[src/rtl/lcd_pkg.sv]
// Shared types and constants for the HD44780-style 4-bit LCD write responder.
package lcd_pkg;

    typedef enum logic [2:0] {
        INIT0 = 3'd0,
        INIT1 = 3'd1,
        INIT2 = 3'd2,
        INIT3 = 3'd3,
        HI    = 3'd4,
        LO    = 3'd5
    } lcd_state_e;

    localparam logic [7:0] CMD_CLEAR  = 8'h01;
    localparam logic [7:0] CMD_HOME   = 8'h02;
    localparam logic [7:0] CMD_ENTRY  = 8'h04;
    localparam logic [7:0] CMD_DISP   = 8'h08;
    localparam logic [7:0] CMD_FUNC   = 8'h20;
    localparam logic [7:0] CMD_ADDR   = 8'h80;

    localparam logic [7:0] BLANK_CHAR = 8'h20;
    localparam logic [7:0] LINE2_BASE = 8'h40;

    localparam int DEPTH  = 32;
    localparam int ADDR_W = 5;

    // Line 1 (0x00-0x0F) maps to 0-15, line 2 (0x40-0x4F) maps to 16-31.
    function automatic logic [ADDR_W-1:0] ddram_index(input logic [7:0] cmd);
        return {|(cmd & LINE2_BASE), cmd[3:0]};
    endfunction

endpackage

[src/rtl/lcd_nibble_rx_if.sv]
// Pin-level LCD write bus plus the monitor-side outputs of lcd_nibble_rx.
interface lcd_nibble_rx_if;
    import lcd_pkg::*;

    // No valid/ready pair here: the LCD pins are a strobe-only protocol (data
    // sampled on the lcd_e falling edge), and byte_valid/proto_err are
    // single-cycle pulses with no backpressure; a consumer must take them as seen.
    logic                    lcd_e;
    logic                    lcd_sf_e;
    logic                    lcd_rs;
    logic                    lcd_rw;
    logic [3:0]              lcd_d;
    logic [ADDR_W-1:0]       rd_addr;

    logic                    byte_valid;
    logic                    byte_rs;
    logic [7:0]              byte_data;
    logic                    init_done;
    logic                    busy;
    logic                    disp_on;
    logic [ADDR_W-1:0]       cursor;
    logic                    proto_err;
    logic [7:0]              rd_char;
    lcd_state_e              state_dbg;

    modport master (
        output lcd_e, lcd_sf_e, lcd_rs, lcd_rw, lcd_d, rd_addr,
        input  byte_valid, byte_rs, byte_data, init_done, busy, disp_on,
               cursor, proto_err, rd_char, state_dbg
    );

    modport slave (
        input  lcd_e, lcd_sf_e, lcd_rs, lcd_rw, lcd_d, rd_addr,
        output byte_valid, byte_rs, byte_data, init_done, busy, disp_on,
               cursor, proto_err, rd_char, state_dbg
    );

endinterface

[src/rtl/lcd_ddram.sv]
// 32x8 display buffer: one synchronous write port, one registered read port.
module lcd_ddram
    import lcd_pkg::*;
(
    input  logic              clk,
    input  logic              rst_n,
    input  logic              we_i,
    input  logic [ADDR_W-1:0] waddr_i,
    input  logic [7:0]        wdata_i,
    input  logic [ADDR_W-1:0] raddr_i,
    output logic [7:0]        rdata_o
);

    logic [7:0] mem_q [DEPTH];
    logic [7:0] rdata_q;

    always_ff @(posedge clk) begin
        if (we_i) begin
            mem_q[waddr_i] <= wdata_i;
        end
    end

    // Read-before-write: a same-cycle write to raddr_i shows up one read later.
    always_ff @(posedge clk or negedge rst_n) begin
        if (!rst_n) begin
            rdata_q <= BLANK_CHAR;
        end else begin
            rdata_q <= mem_q[raddr_i];
        end
    end

    assign rdata_o = rdata_q;

endmodule

[src/rtl/lcd_nibble_rx.sv]
// 4-bit LCD write responder: sync, init tracking, byte pairing, decode, buffer.
// Optional LCD_RX_E_FILTER_EN: reject lcd_e pulses shorter than MIN_E_HIGH cycles.
module lcd_nibble_rx
    import lcd_pkg::*;
#(
    parameter int SYNC_STAGES = 2,
    parameter int MIN_E_HIGH  = 4
)(
    input  logic          clk,
    input  logic          rst_n,
    lcd_nibble_rx_if.slave bus
);

    if (SYNC_STAGES < 2 || MIN_E_HIGH < 1) begin : g_bad_param
        $error("lcd_nibble_rx: SYNC_STAGES must be >= 2 and MIN_E_HIGH >= 1");
    end

    // Sync vector layout: {sf_e, e, rw, rs, d[3:0]}.
    logic [7:0] sync_q [SYNC_STAGES];
    logic       e_dly_q;

    always_ff @(posedge clk or negedge rst_n) begin
        if (!rst_n) begin
            for (int i = 0; i < SYNC_STAGES; i++) sync_q[i] <= '0;
            e_dly_q <= 1'b0;
        end else begin
            sync_q[0] <= {bus.lcd_sf_e, bus.lcd_e, bus.lcd_rw, bus.lcd_rs, bus.lcd_d};
            for (int i = 1; i < SYNC_STAGES; i++) sync_q[i] <= sync_q[i-1];
            e_dly_q <= sync_q[SYNC_STAGES-1][6];
        end
    end

    logic       s_sf, s_e, s_rw, s_rs;
    logic [3:0] s_d;
    logic       e_fall, access, strobe, e_short;

    assign {s_sf, s_e, s_rw, s_rs, s_d} = sync_q[SYNC_STAGES-1];
    assign e_fall = e_dly_q & ~s_e;
    assign access = s_sf & ~s_rw;

`ifdef LCD_RX_E_FILTER_EN
    localparam int HW = $clog2(MIN_E_HIGH + 1);
    logic [HW-1:0] hi_cnt_q;
    logic          e_long;

    always_ff @(posedge clk or negedge rst_n) begin
        if (!rst_n) begin
            hi_cnt_q <= '0;
        end else if (!s_e) begin
            hi_cnt_q <= '0;
        end else if (hi_cnt_q != HW'(MIN_E_HIGH)) begin
            hi_cnt_q <= hi_cnt_q + 1'b1;
        end
    end

    assign e_long  = (hi_cnt_q == HW'(MIN_E_HIGH));
    assign strobe  = e_fall & access & e_long;
    assign e_short = e_fall & access & ~e_long;
`else
    assign strobe  = e_fall & access;
    assign e_short = 1'b0;
`endif

    lcd_state_e        state_q;
    logic [3:0]        hi_nib_q;
    logic              hi_rs_q;
    logic              byte_valid_q, byte_rs_q, proto_err_q;
    logic [7:0]        byte_data_q;
    logic              init_done_q, disp_on_q, id_q;
    logic              busy_q, clr_start_q;
    logic [ADDR_W-1:0] clr_cnt_q, cursor_q;
    logic              wr_en_q;
    logic [ADDR_W-1:0] wr_addr_q;
    logic [7:0]        wr_data_q;
    logic [7:0]        lo_byte;

    assign lo_byte = {hi_nib_q, s_d};

    always_ff @(posedge clk or negedge rst_n) begin
        if (!rst_n) begin
            state_q      <= INIT0;
            hi_nib_q     <= '0;
            hi_rs_q      <= 1'b0;
            byte_valid_q <= 1'b0;
            byte_rs_q    <= 1'b0;
            byte_data_q  <= '0;
            proto_err_q  <= 1'b0;
            init_done_q  <= 1'b0;
            disp_on_q    <= 1'b0;
            id_q         <= 1'b1;
            busy_q       <= 1'b0;
            clr_start_q  <= 1'b1;
            clr_cnt_q    <= '0;
            cursor_q     <= '0;
            wr_en_q      <= 1'b0;
            wr_addr_q    <= '0;
            wr_data_q    <= '0;
        end else begin
            byte_valid_q <= 1'b0;
            proto_err_q  <= 1'b0;
            wr_en_q      <= 1'b0;

            // Clear sequencer: the buffer is blanked once after reset release.
            if (busy_q) begin
                clr_cnt_q <= clr_cnt_q + 1'b1;
                if (clr_cnt_q == ADDR_W'(DEPTH - 1)) busy_q <= 1'b0;
            end else if (clr_start_q) begin
                clr_start_q <= 1'b0;
                busy_q      <= 1'b1;
                clr_cnt_q   <= '0;
            end

            if (e_short) begin
                proto_err_q <= 1'b1;
            end else if (strobe) begin
                if (busy_q || clr_start_q) begin
                    proto_err_q <= 1'b1;
                end else begin
                    case (state_q)
                        INIT0, INIT1, INIT2: begin
                            if (!s_rs && s_d == 4'h3) begin
                                state_q <= (state_q == INIT0) ? INIT1 :
                                           (state_q == INIT1) ? INIT2 : INIT3;
                            end else begin
                                proto_err_q <= 1'b1;
                                state_q     <= INIT0;
                            end
                        end
                        INIT3: begin
                            if (!s_rs && s_d == 4'h2) begin
                                init_done_q <= 1'b1;
                                state_q     <= HI;
                            end else if (s_rs || s_d != 4'h3) begin
                                proto_err_q <= 1'b1;
                                state_q     <= INIT0;
                            end
                        end
                        HI: begin
                            hi_nib_q <= s_d;
                            hi_rs_q  <= s_rs;
                            state_q  <= LO;
                        end
                        LO: begin
                            state_q <= HI;
                            if (s_rs != hi_rs_q) begin
                                proto_err_q <= 1'b1;
                            end else begin
                                byte_valid_q <= 1'b1;
                                byte_rs_q    <= s_rs;
                                byte_data_q  <= lo_byte;
                                if (s_rs) begin
                                    wr_en_q   <= 1'b1;
                                    wr_addr_q <= cursor_q;
                                    wr_data_q <= lo_byte;
                                    cursor_q  <= id_q ? cursor_q + 1'b1 : cursor_q - 1'b1;
                                end else if (lo_byte >= CMD_ADDR) begin
                                    cursor_q <= ddram_index(lo_byte);
                                end else if (lo_byte >= CMD_FUNC) begin
                                    cursor_q <= cursor_q;
                                end else if (lo_byte >= CMD_DISP) begin
                                    disp_on_q <= lo_byte[2];
                                end else if (lo_byte >= CMD_ENTRY) begin
                                    id_q <= lo_byte[1];
                                end else if (lo_byte >= CMD_HOME) begin
                                    cursor_q <= '0;
                                end else if (lo_byte == CMD_CLEAR) begin
                                    busy_q    <= 1'b1;
                                    clr_cnt_q <= '0;
                                    cursor_q  <= '0;
                                    id_q      <= 1'b1;
                                end
                            end
                        end
                        default: state_q <= INIT0;
                    endcase
                end
            end
        end
    end

    logic              mem_we;
    logic [ADDR_W-1:0] mem_waddr;
    logic [7:0]        mem_wdata;

    assign mem_we    = busy_q | wr_en_q;
    assign mem_waddr = busy_q ? clr_cnt_q : wr_addr_q;
    assign mem_wdata = busy_q ? BLANK_CHAR : wr_data_q;

    lcd_ddram u_ddram (
        .clk     (clk),
        .rst_n   (rst_n),
        .we_i    (mem_we),
        .waddr_i (mem_waddr),
        .wdata_i (mem_wdata),
        .raddr_i (bus.rd_addr),
        .rdata_o (bus.rd_char)
    );

    assign bus.byte_valid = byte_valid_q;
    assign bus.byte_rs    = byte_rs_q;
    assign bus.byte_data  = byte_data_q;
    assign bus.init_done  = init_done_q;
    assign bus.busy       = busy_q;
    assign bus.disp_on    = disp_on_q;
    assign bus.cursor     = cursor_q;
    assign bus.proto_err  = proto_err_q;
    assign bus.state_dbg  = state_q;

endmodule

[src/flat_wrapper.sv]
// flat-port wrapper written by rule: the top's interface ports become plain ports
module lcd_nibble_rx_flat import lcd_pkg::*;
#(
    parameter int SYNC_STAGES = 2,
    parameter int MIN_E_HIGH  = 4
)
  (clk, rst_n, bus_lcd_e, bus_lcd_sf_e, bus_lcd_rs, bus_lcd_rw, bus_lcd_d, bus_rd_addr, bus_byte_valid, bus_byte_rs, bus_byte_data, bus_init_done, bus_busy, bus_disp_on, bus_cursor, bus_proto_err, bus_rd_char, bus_state_dbg);
  lcd_nibble_rx_if bus_i ();
  input  logic clk;
  input  logic rst_n;
  input wire logic [$bits(bus_i.lcd_e)-1:0] bus_lcd_e;
  input wire logic [$bits(bus_i.lcd_sf_e)-1:0] bus_lcd_sf_e;
  input wire logic [$bits(bus_i.lcd_rs)-1:0] bus_lcd_rs;
  input wire logic [$bits(bus_i.lcd_rw)-1:0] bus_lcd_rw;
  input wire logic [$bits(bus_i.lcd_d)-1:0] bus_lcd_d;
  input wire logic [$bits(bus_i.rd_addr)-1:0] bus_rd_addr;
  output wire logic [$bits(bus_i.byte_valid)-1:0] bus_byte_valid;
  output wire logic [$bits(bus_i.byte_rs)-1:0] bus_byte_rs;
  output wire logic [$bits(bus_i.byte_data)-1:0] bus_byte_data;
  output wire logic [$bits(bus_i.init_done)-1:0] bus_init_done;
  output wire logic [$bits(bus_i.busy)-1:0] bus_busy;
  output wire logic [$bits(bus_i.disp_on)-1:0] bus_disp_on;
  output wire logic [$bits(bus_i.cursor)-1:0] bus_cursor;
  output wire logic [$bits(bus_i.proto_err)-1:0] bus_proto_err;
  output wire logic [$bits(bus_i.rd_char)-1:0] bus_rd_char;
  output wire logic [$bits(bus_i.state_dbg)-1:0] bus_state_dbg;
  assign bus_i.lcd_e = bus_lcd_e;
  assign bus_i.lcd_sf_e = bus_lcd_sf_e;
  assign bus_i.lcd_rs = bus_lcd_rs;
  assign bus_i.lcd_rw = bus_lcd_rw;
  assign bus_i.lcd_d = bus_lcd_d;
  assign bus_i.rd_addr = bus_rd_addr;
  assign bus_byte_valid = bus_i.byte_valid;
  assign bus_byte_rs = bus_i.byte_rs;
  assign bus_byte_data = bus_i.byte_data;
  assign bus_init_done = bus_i.init_done;
  assign bus_busy = bus_i.busy;
  assign bus_disp_on = bus_i.disp_on;
  assign bus_cursor = bus_i.cursor;
  assign bus_proto_err = bus_i.proto_err;
  assign bus_rd_char = bus_i.rd_char;
  assign bus_state_dbg = bus_i.state_dbg;
  lcd_nibble_rx #(.SYNC_STAGES(SYNC_STAGES), .MIN_E_HIGH(MIN_E_HIGH)) u_core (.clk(clk), .rst_n(rst_n), .bus(bus_i));
endmodule
[config.mk]
export PLATFORM = sky130hd
export DESIGN_NAME = lcd_nibble_rx_flat
export DESIGN_NICKNAME = d
export VERILOG_FILES = /design/src/rtl/lcd_pkg.sv /design/src/rtl/lcd_nibble_rx_if.sv /design/src/rtl/lcd_ddram.sv /design/src/rtl/lcd_nibble_rx.sv /design/src/flat_wrapper.sv
export SDC_FILE = /design/constraint.sdc
export NUM_CORES = 1
export LEC_CHECK = 0
export BUFFER_PORTS_ARGS = -buffer_cell sky130_fd_sc_hd__buf_2
export CELL_PAD_IN_SITES_DETAIL_PLACEMENT = 1
export CELL_PAD_IN_SITES_GLOBAL_PLACEMENT = 1
export CORE_MARGIN = 3
export CORE_UTILIZATION = 43
export DETAILED_ROUTE_END_ITERATION = 16
export PLACE_DENSITY = 0.64
export SETUP_SLACK_MARGIN = 0.2
export SLEW_MARGIN = 20
export SYNTH_ARGS = -nofsm -noshare
export SYNTH_HDL_FRONTEND = slang
export SYNTH_SLANG_ARGS = --single-unit
[constraint.sdc]
create_clock -name clk -period 4.6 [get_ports clk]
set_input_delay 0.46 -clock clk [delete_from_list [all_inputs] [get_ports clk]]
set_output_delay 0.46 -clock clk [all_outputs]
set_load 0.02 [all_outputs]
### Yosys cells after proc, flatten, opt, wreduce, memory -nomap -nowiden

Memories as Yosys holds them, arrays and structs flattened. A register that Yosys moved wholly into a read port is not among the register bits.
Index checks and enable logic that the tools add are counted.

* bits in registers: 65
* latch bits: 0
* bits in writable memories: 256
* bits in read-only memories: 0
* input port bits: 15
* output and inout port bits: 30
* logic and storage cells: 139
* memories: 1

Memory list
* u_core.u_ddram.mem_q: depth 32, width 8, rd ports 1, clocked after memory_dff 1, write ports 1, line lcd_ddram.sv:14 `logic [7:0] mem_q [DEPTH];`

* add/subtract/negate cells: 3
* $mul: 0
* divide/modulo/power cells: 0
* $lt $le $gt $ge: 5
* eq/ne operators: 16
* shift operators: 0
* muxes and demuxes: 64
* bitwise gates (word level): 12
* reduce and logical (&&, ||, !) cells: 18

Operators with widths (count)
* 5-bit two-way mux: 22
* 1-bit two-way mux: 35
* 8-bit AND reduction: 2
* 3-bit two-way mux: 4
* 3-bit by 1-bit != test with 1-bit output (second input constant): 4
* 3-bit case mux with 4 select lines: 1
* 5-bit by 1-bit adder with 5-bit output (second input constant): 2
* 10-bit AND reduction: 1
* 4-bit by 2-bit == test with 1-bit output (second input constant): 2
* 8-bit by 1-bit == test with 1-bit output (second input constant): 1
* 8-bit by 2-bit greater-or-equal comparator with 1-bit output (second input constant): 1
* 8-bit by 3-bit greater-or-equal comparator with 1-bit output (second input constant): 1
* 8-bit by 4-bit greater-or-equal comparator with 1-bit output (second input constant): 1
* 8-bit by 6-bit greater-or-equal comparator with 1-bit output (second input constant): 1
* 8-bit greater-or-equal comparator (second input constant): 1
* 8-bit two-way mux: 1
* 1-bit inverter: 8
* 4-bit AND reduction: 2
* 3-bit by 2-bit == test with 1-bit output (second input constant): 2
* 3-bit == test (second input constant): 2
* 3-bit AND reduction: 2
* 5-bit == test (second input constant): 1
* 5-bit AND reduction: 1
* 5-bit by 1-bit subtractor with 5-bit output (second input constant): 1
* 14 further kinds: 19

### Logic depth before layout (Yosys ltp)

Gate-level depths: netlist of the first run.

* depth after elaboration: 14
* mapped depth: 8
* mapped depth without buffers: 7

### Hierarchy

From an unflattened synthesis of the first run, not the netlist that was laid out.

* cell total of the unflattened synthesis: 645
* area total of the unflattened synthesis: 12904.9 um^2

By module, submodules not included
* lcd_ddram: instances 1, cells an instance 417, area each 10094.7 um^2, seq. area each 7888.8 um^2
* lcd_nibble_rx: instances 1, cells an instance 228, area each 2810.2 um^2, seq. area each 1629.1 um^2

### Worst setup path after synthesis of the first run

OpenSTA, ideal clock, no wires.

* path type: register to register
* from: reg u_core.busy_q, in the netlist u_core.bus.busy
* to: mem u_core.u_ddram.mem_q[26][0], enable pin
* setup time: 0.370 ns
* arrival time: 2.007 ns
* data required time: 4.230 ns
* slack: 2.222 ns
* stages on the path, launching flop included: 8
* path buffers: 3
* period minus slack after synthesis: 2.378 ns
* cells stage by stage: dfrtp_1 clkbuf_1 clkbuf_1 buf_1 nand3b_1 o31ai_1 nand2_1 nor2_1

* word-level cells in the longest chain between the ends: 3
* elaborated cells on any way between the ends: 4
* those cells by class: mux (3); bitwise (1)

Ends and longest elaborated chain
* from (decl): line lcd_nibble_rx.sv:70 `logic busy_q, clr_start_q;`
* from (signal assigned): line lcd_nibble_rx.sv:91 `busy_q <= 1'b0;`
* from (signal assigned): line lcd_nibble_rx.sv:106 `if (clr_cnt_q == ADDR_W'(DEPTH - 1)) busy_q <= 1'b0;`
* from (signal assigned): line lcd_nibble_rx.sv:109 `busy_q <= 1'b1;`
* 1-bit bitwise OR: line lcd_nibble_rx.sv:185 `assign mem_we = busy_q | wr_en_q;`
* 1-bit two-way mux: line lcd_ddram.sv:18 `if (we_i) begin`
* 1-bit two-way mux (implied by the code): line lcd_ddram.sv:19 `mem_q[waddr_i] <= wdata_i;`
* to (decl): line lcd_ddram.sv:14

Several ways; a longest one is shown, not always the timed one.

### Worst setup path in the final report of the first run

* from: reg u_core.sync_q (netlist bit u_core.s_rs)
* to: reg u_core.wr_addr_q[2]

* word-level cells in the longest chain between the ends: 3

Ends and longest elaborated chain
* from (decl): line lcd_nibble_rx.sv:19 `logic [7:0] sync_q [SYNC_STAGES];`
* 1-bit != test: line lcd_nibble_rx.sv:145 `if (s_rs != hi_rs_q) begin`
* 1-bit inverter (no line)
* 5-bit AND reduction (no line) (*)
* to (signal assigned): line lcd_nibble_rx.sv:153 `wr_addr_q <= cursor_q;`
* to (decl): line lcd_nibble_rx.sv:73 `logic [ADDR_W-1:0] wr_addr_q;`

Every way passes the cells marked *; elsewhere a longest branch is shown, timed or not.
A chain may end at the register's enable or synchronous reset.

==> impl_metrics.ini, run 1 <==
[floorplanning]
die_area_um2 = 32100
fp.dieH_um = 179
initial_core_util_pct = 44.3
coreArea_um2 = 29100
row_count = 62
chipWidth_um = 179
num_io_pins = 45

[timing]
max-slew-margin-rel_pct = 27.0
fin_skew_ns = 0.0205
worst_pin_slew_ns = 1.10
period_minus_slack_ns = 3.41
rsz0062_at_grt = false
timing.fmax_mhz = 293
fin_crit_sh_pct = 74.2
finalHoldViolCount = 0
finalSetupTns_ns = 0
setup_violations = 0
report.final.slew_viol_count = 0

[worst_setup_path]
cp.required_ns = 4.98
crit_buf_inv = 1
crit_family = simple AND/OR/NAND/NOR gates
startpoint = u_core.s_rs
worstReg2RegStart = u_core.s_rs
crit_type = reg2reg
critical_path.startpoint_type = flop
worst_path_max_delay_cell = dfrtp_1
critPathCaptureType = flop
cpPeakStageDelay_ns = 0.72
cp_max_fo = 18
arrival_ns = 3.80
path_cells = ha_1 -> nor4bb_1 -> nand3_1 -> inv_1 -> nand2_1 -> mux2_2

[clocking]
clock_latency_ns = 0.52
cts_hold_buffers = 0
clkSinkCount = 329
tritoncts = built
cts_inserted_buffers = 36
cts-root-buf = clkbuf_16
path_clk_slew_ns = 0.06
postCtsSetupBuffers = 0
postCtsResizedCells = 0
cts.path.max_buffers = 3
htreeDepth = 2

[drt]
ant_nets = 0
top_layer_used = met4
wl_met2_um = 12800
first_pass_iters = 6
viasPerCell = 5.53
dr_wl_met3_um = 1340
wl_per_cell_um = 23.4
via_count = 6299
drtIter0Drc = 517
routed_wl_um = 26600
wl_met1_um = 11800
drc = 0

[flow_run]
drv_cap = 0

[grt]
grt_max_degree = 74
grt_pass1_vias = 6806
track_usage_pct = 17.3
antenna_found_initial = 0
grt_overflow = 0
grt_first_pass_wirelength_um = 41400

[worst_hold_path]
hp-class = in2reg
hp-start = bus_lcd_d[2]

[pwr]
p_per_area_nw_per_um2 = 418
peakVddDrop_mv = 0.238
power_w = 0.00616
power.leakage_nw = 5.86

[cells_and_area]
fin_util_pct = 50.7
area_growth_syn_to_layout_pct = 14.6
final_cell_mix = edfxtp_1, mux4_2, dfrtp_1
drive_gt1_share_pct = 30.6
fillers = 2662
antenna_cells = 0
final_common_cell = edfxtp_1
finalNetCount = 751

[logic_synthesis]
synth_cell_type_count = 47
yosys_warnings = 0
syn_avg_cell_area_um2 = 19.2
synthFlopType = edfxtp_1
ys_seq_elements = 329
synth.net_count = 694
synth-edff-count = 256
ys_async_sr_fraction_pct = 22.2
synth_seq_area_share_pct = 73.9
postSynthCellCount = 672
netlist_area_um2 = 12900

[place]
dp_hpwl_um = 17400
portBuffers = 44
gp_congestion = 0.773

[run_status]
outcome = complete, no violations
## final timing paths
path                       slack [ns]  depth (start not counted)                      end
min reg2reg                      0.35                          0               u_core.s_e
max                              1.19                          6      u_core.wr_addr_q[2]
max in group asynchronous        3.89                          1       u_core.hi_nib_q[3]
min                              0.06                          1        u_core.sync_q[10]
max reg2reg                      1.19                          6      u_core.wr_addr_q[2]
min in group asynchronous        0.11                          1  u_core.bus.byte_data[3]
## sequential cells by signal (all words and copies together), names as in the netlist, 3 cells and up
register and count:
u_core.u_ddram.mem_q 256, u_core.bus.byte_data 8, u_core.sync_q 8, u_core.u_ddram.rdata_o 8
u_core.wr_data_q 8, u_core.bus.cursor 5, u_core.clr_cnt_q 5, u_core.wr_addr_q 5
u_core.hi_nib_q 4, u_core.lo_byte 4, u_core.bus.state_dbg 3
## final cells by class
class	count	area (um2)	share of cell area, %
repair buffers	51	303	2.05
clock inverters	18	174	1.18
clock buffers	47	1010	6.88
flip-flops and latches	329	9520	64.5
inverters	4	15.0	0.102
multi-input cells	307	3250	22.0
well taps	384	480	3.26
## metrics by stage
step                setup WS, ns  instances  cell area (um2)  hold slack, ns
floorplan                   2.22        672            12900           0.164
global placement            1.42       1075            13600           0.337
detailed placement          1.21       1075            13600           0.342
CTS                         1.14       1140            14700          0.0377
global route               0.878       1140            14800          0.0406
finish                      1.19       1140            14800          0.0586
## synthesized netlist by cell type (all sizes together) (3+ instances only)
cell type,number,area share [%]
edfxtp,256,60
nand3,8,0.31
clkbuf,18,0.52
a21oi,15,0.58
ha,6,0.58
nor3,3,0.12
nand3b,5,0.29
a31oi,3,0.15
mux4,80,14
inv,4,0.12
o31ai,3,0.17
and3,4,0.19
nor2b,14,0.68
buf,14,0.49
nor2,48,1.4
nand2,50,1.5
mux2,28,2.4
dfrtp,70,14
dfstp,3,0.61
o21ai,6,0.23
## worst reg2reg max path, cell delays in order, from the launching register on
cell      delay (ns)
dfrtp_1         0.72
ha_1            0.36
nor4bb_1        0.36
nand3_1         0.44
inv_1           0.52
nand2_1         0.46
mux2_2          0.43
## layer usage
| layer | global-route usage (%) | up-vias |
|---|---|---|
| li1 | - | 2783 |
| met2 | 27.8 | 156 |
| met1 | 24.4 | 3314 |
| met5 | 0 | - |
| met3 | 3.01 | 46 |
| met4 | 5.13 | 0 |
## power by group
group,switching [W],total (W),internal [W]
sequential,0.0000198,0.00320,0.00318
clock,0.00112,0.00284,0.00173
combinational,0.0000691,0.000118,0.0000486
total,0.00120,0.00616,0.00496
## logic make-up after synthesis
logic type      synth area share [%]
compound gates                  2.14
fa+ha+maj                      0.738
mux                             16.6
simple gates                    5.30
flops                           73.9
buf+inv                         1.13
xor+xnor                       0.204
Note: power is estimated with default switching activity, not from simulation.
==> run 2, diff against run 1 <==
==> constraint.sdc (replaced) <==
create_clock -name clk -period 3.15 [get_ports clk]
set_input_delay 0.315 -clock clk [delete_from_list [all_inputs] [get_ports clk]]
set_output_delay 0.315 -clock clk [all_outputs]
set_load 0.02 [all_outputs]
==> run 2 against run 1 <==
Compared with the run above:
- die area did not move
- critical path depth rose by 2
- flip-flop and latch count did not move
- worst setup slack got worse by 0.54 ns
- highest routed layer unchanged
- clock skew rose by 0.011 ns
- non-clock buffer count rose by 32
- global-route usage rose by 0.71 points
- first-iteration DRC count rose by 12%
- wire length rose by 2.3%
- combinational power rose by 57%
- count of clock-buffer cells in the layout rose by 11
==> impl_metrics.ini, run 2 (same netlist as run 1, synthesis figures left out) <==
[timing]
rsz0062_at_grt = false
setup_violations = 0
timing.fmax_mhz = 399
finalSetupTns_ns = 0
worst_pin_slew_ns = 0.985
report.final.slew_viol_count = 0
fin_skew_ns = 0.0311
max-slew-margin-rel_pct = 34.1
period_minus_slack_ns = 2.51
finalHoldViolCount = 0
fin_crit_sh_pct = 79.5

[worst_setup_path]
worstReg2RegStart = u_core.hi_rs_q
worst_path_max_delay_cell = mux2_2
path_cells = ha_1 -> nor4bb_1 -> nand3_1 -> buf_4 -> inv_1 -> buf_4 -> nand2_1 -> mux2_2
cpPeakStageDelay_ns = 0.40
startpoint = u_core.hi_rs_q
crit_top_cell = buf_4
crit_type = reg2reg
critical_path.startpoint_type = flop
crit_family = simple AND/OR/NAND/NOR gates
arrival_ns = 2.89
crit_buf_inv = 3
cp.required_ns = 3.54
critPathCaptureType = flop
cp_max_fo = 16

[clocking]
postCtsSetupBuffers = 0
clkSinkCount = 329
path_clk_slew_ns = 0.06
htreeDepth = 2
cts-root-buf = clkbuf_16
tritoncts = built
clock_latency_ns = 0.53
cts_inserted_buffers = 37
postCtsResizedCells = 0
cts.path.max_buffers = 3

[grt]
grt_first_pass_wirelength_um = 43000
grt_overflow = 0
grt_max_degree = 74
grt_pass1_vias = 6969
track_usage_pct = 18.0
antenna_found_initial = 0

[cells_and_area]
final_cell_mix = edfxtp_1, mux4_2, dfrtp_1
finalNetCount = 784
antenna_cells = 0
drive_gt1_share_pct = 31.0
final_common_cell = edfxtp_1
top_register = u_core.u_ddram.mem_q
final_cells = 1174
largest_reg_flops = 256
area_growth_syn_to_layout_pct = 16.1
fillers = 2671

[pwr]
p_int_w = 0.00714
p_switching_w = 0.00176
peakVddDrop_mv = 0.355
power.leakage_nw = 5.98
seqPwrFrac_pct = 52.6
p_per_area_nw_per_um2 = 595
clkPwrFrac_pct = 45.4
swShare_pct = 19.7
power.share.combinational_pct = 2.1

[worst_hold_path]
hp-start = bus_rd_addr[3]
hp-class = in2reg

[place]
portBuffers = 44
gp_congestion = 0.727
dp_cells = 1098
dp_hpwl_um = 17300

[drt]
ant_nets = 0
via_count = 6388
wl_per_cell_um = 23.2
first_pass_iters = 5
viasPerCell = 5.44
drc = 0
routed_wl_um = 27300
drtIter0Drc = 577

[run_status]
outcome = complete, no violations

[flow_run]
drv_cap = 0

[floorplanning]
die_area_um2 = 32100
coreArea_um2 = 29100
row_count = 62
fp.dieH_um = 179
initial_core_util_pct = 44.3
chipWidth_um = 179
num_io_pins = 45
## run 2: changes by cell type in the layout (fill, tap and decap cells not counted), sizes merged
cell / delta
dlygate4sd3: +9
clkinv: -5
clkbuf: +11
inv: -1
clkinvlp: -1
bufinv: -2
buf: +23
## run 2: power by group through the flow
| stage | Sequential, W | Combinational, W | Clock [W] |
|---|---|---|---|
| 4_1_cts | 0.00467 | 0.000193 | 0.00412 |
| 3_5_place_dp | 0.00476 | 0.000183 | 0 |
| 3_3_place_gp | 0.00476 | 0.000180 | 0 |
| 6_report | 0.00467 | 0.000185 | 0.00403 |
| 2_1_floorplan | 0.00476 | 0.000115 | 0 |
| 5_1_grt | 0.00467 | 0.000204 | 0.00433 |
## run 2: final cells by class
type	instances	area, um2	share of cell area, %
multi-input cells	307	3230	21.6
repair buffers	83	566	3.78
clock buffers	58	1070	7.14
clock inverters	9	72.6	0.485
flip-flops and latches	329	9520	63.7
well taps	384	480	3.21
inverters	4	15.0	0.100
## run 2: path summary, 6_finish.rpt
check / cells past startpoint / endpoint / slack, ns
worst max-delay path: 8 / u_core.wr_data_q[7] / 0.64
worst min-delay path: 2 / u_core.u_ddram.rdata_o[3] / 0.26
worst max register to register: 8 / u_core.wr_data_q[7] / 0.64
worst min register to register: 0 / u_core.lo_byte[0] / 0.35
max in group asynchronous: 2 / u_core.clr_cnt_q[0] / 2.03
min in group asynchronous: 2 / u_core.bus.byte_data[3] / 0.51
## run 2: timing repair
| item | in CTS | in global routing |
|---|---|---|
| setup endpoints to repair | 0 | 0 |
| hold buffers | 9 | 0 |
| hold endpoints to repair | 10 | 0 |
## run 2: layer usage
metal  wire length [um]  share of wire (%)  vias to the layer above  GRT usage (%)
met5                  0                  0                        -              0
met2              13600                 50                      160           29.9
met3               1370                5.0                       35           2.99
met4                462                1.7                        0           4.81
li1                   -                  -                     2843              -
met1              11800                 43                     3350           24.8
## run 2: stage by stage
step | instance area [um2] | power (W) | hold slack (ns) | worst slack [ns] | utilization (%)
2_1_floorplan | 12900 | 0.00487 | 0.0194 | 0.772 | -
3_3_place_gp | 13700 | 0.00494 | 0.333 | 0.642 | 47.2
3_5_place_dp | 13700 | 0.00494 | 0.339 | 0.615 | 47.2
4_1_cts | 15000 | 0.00899 | 0.239 | 0.615 | 51.4
5_1_grt | 15000 | 0.00920 | 0.249 | 0.393 | 51.4
6_report | 15000 | 0.00889 | 0.263 | 0.645 | 51.4
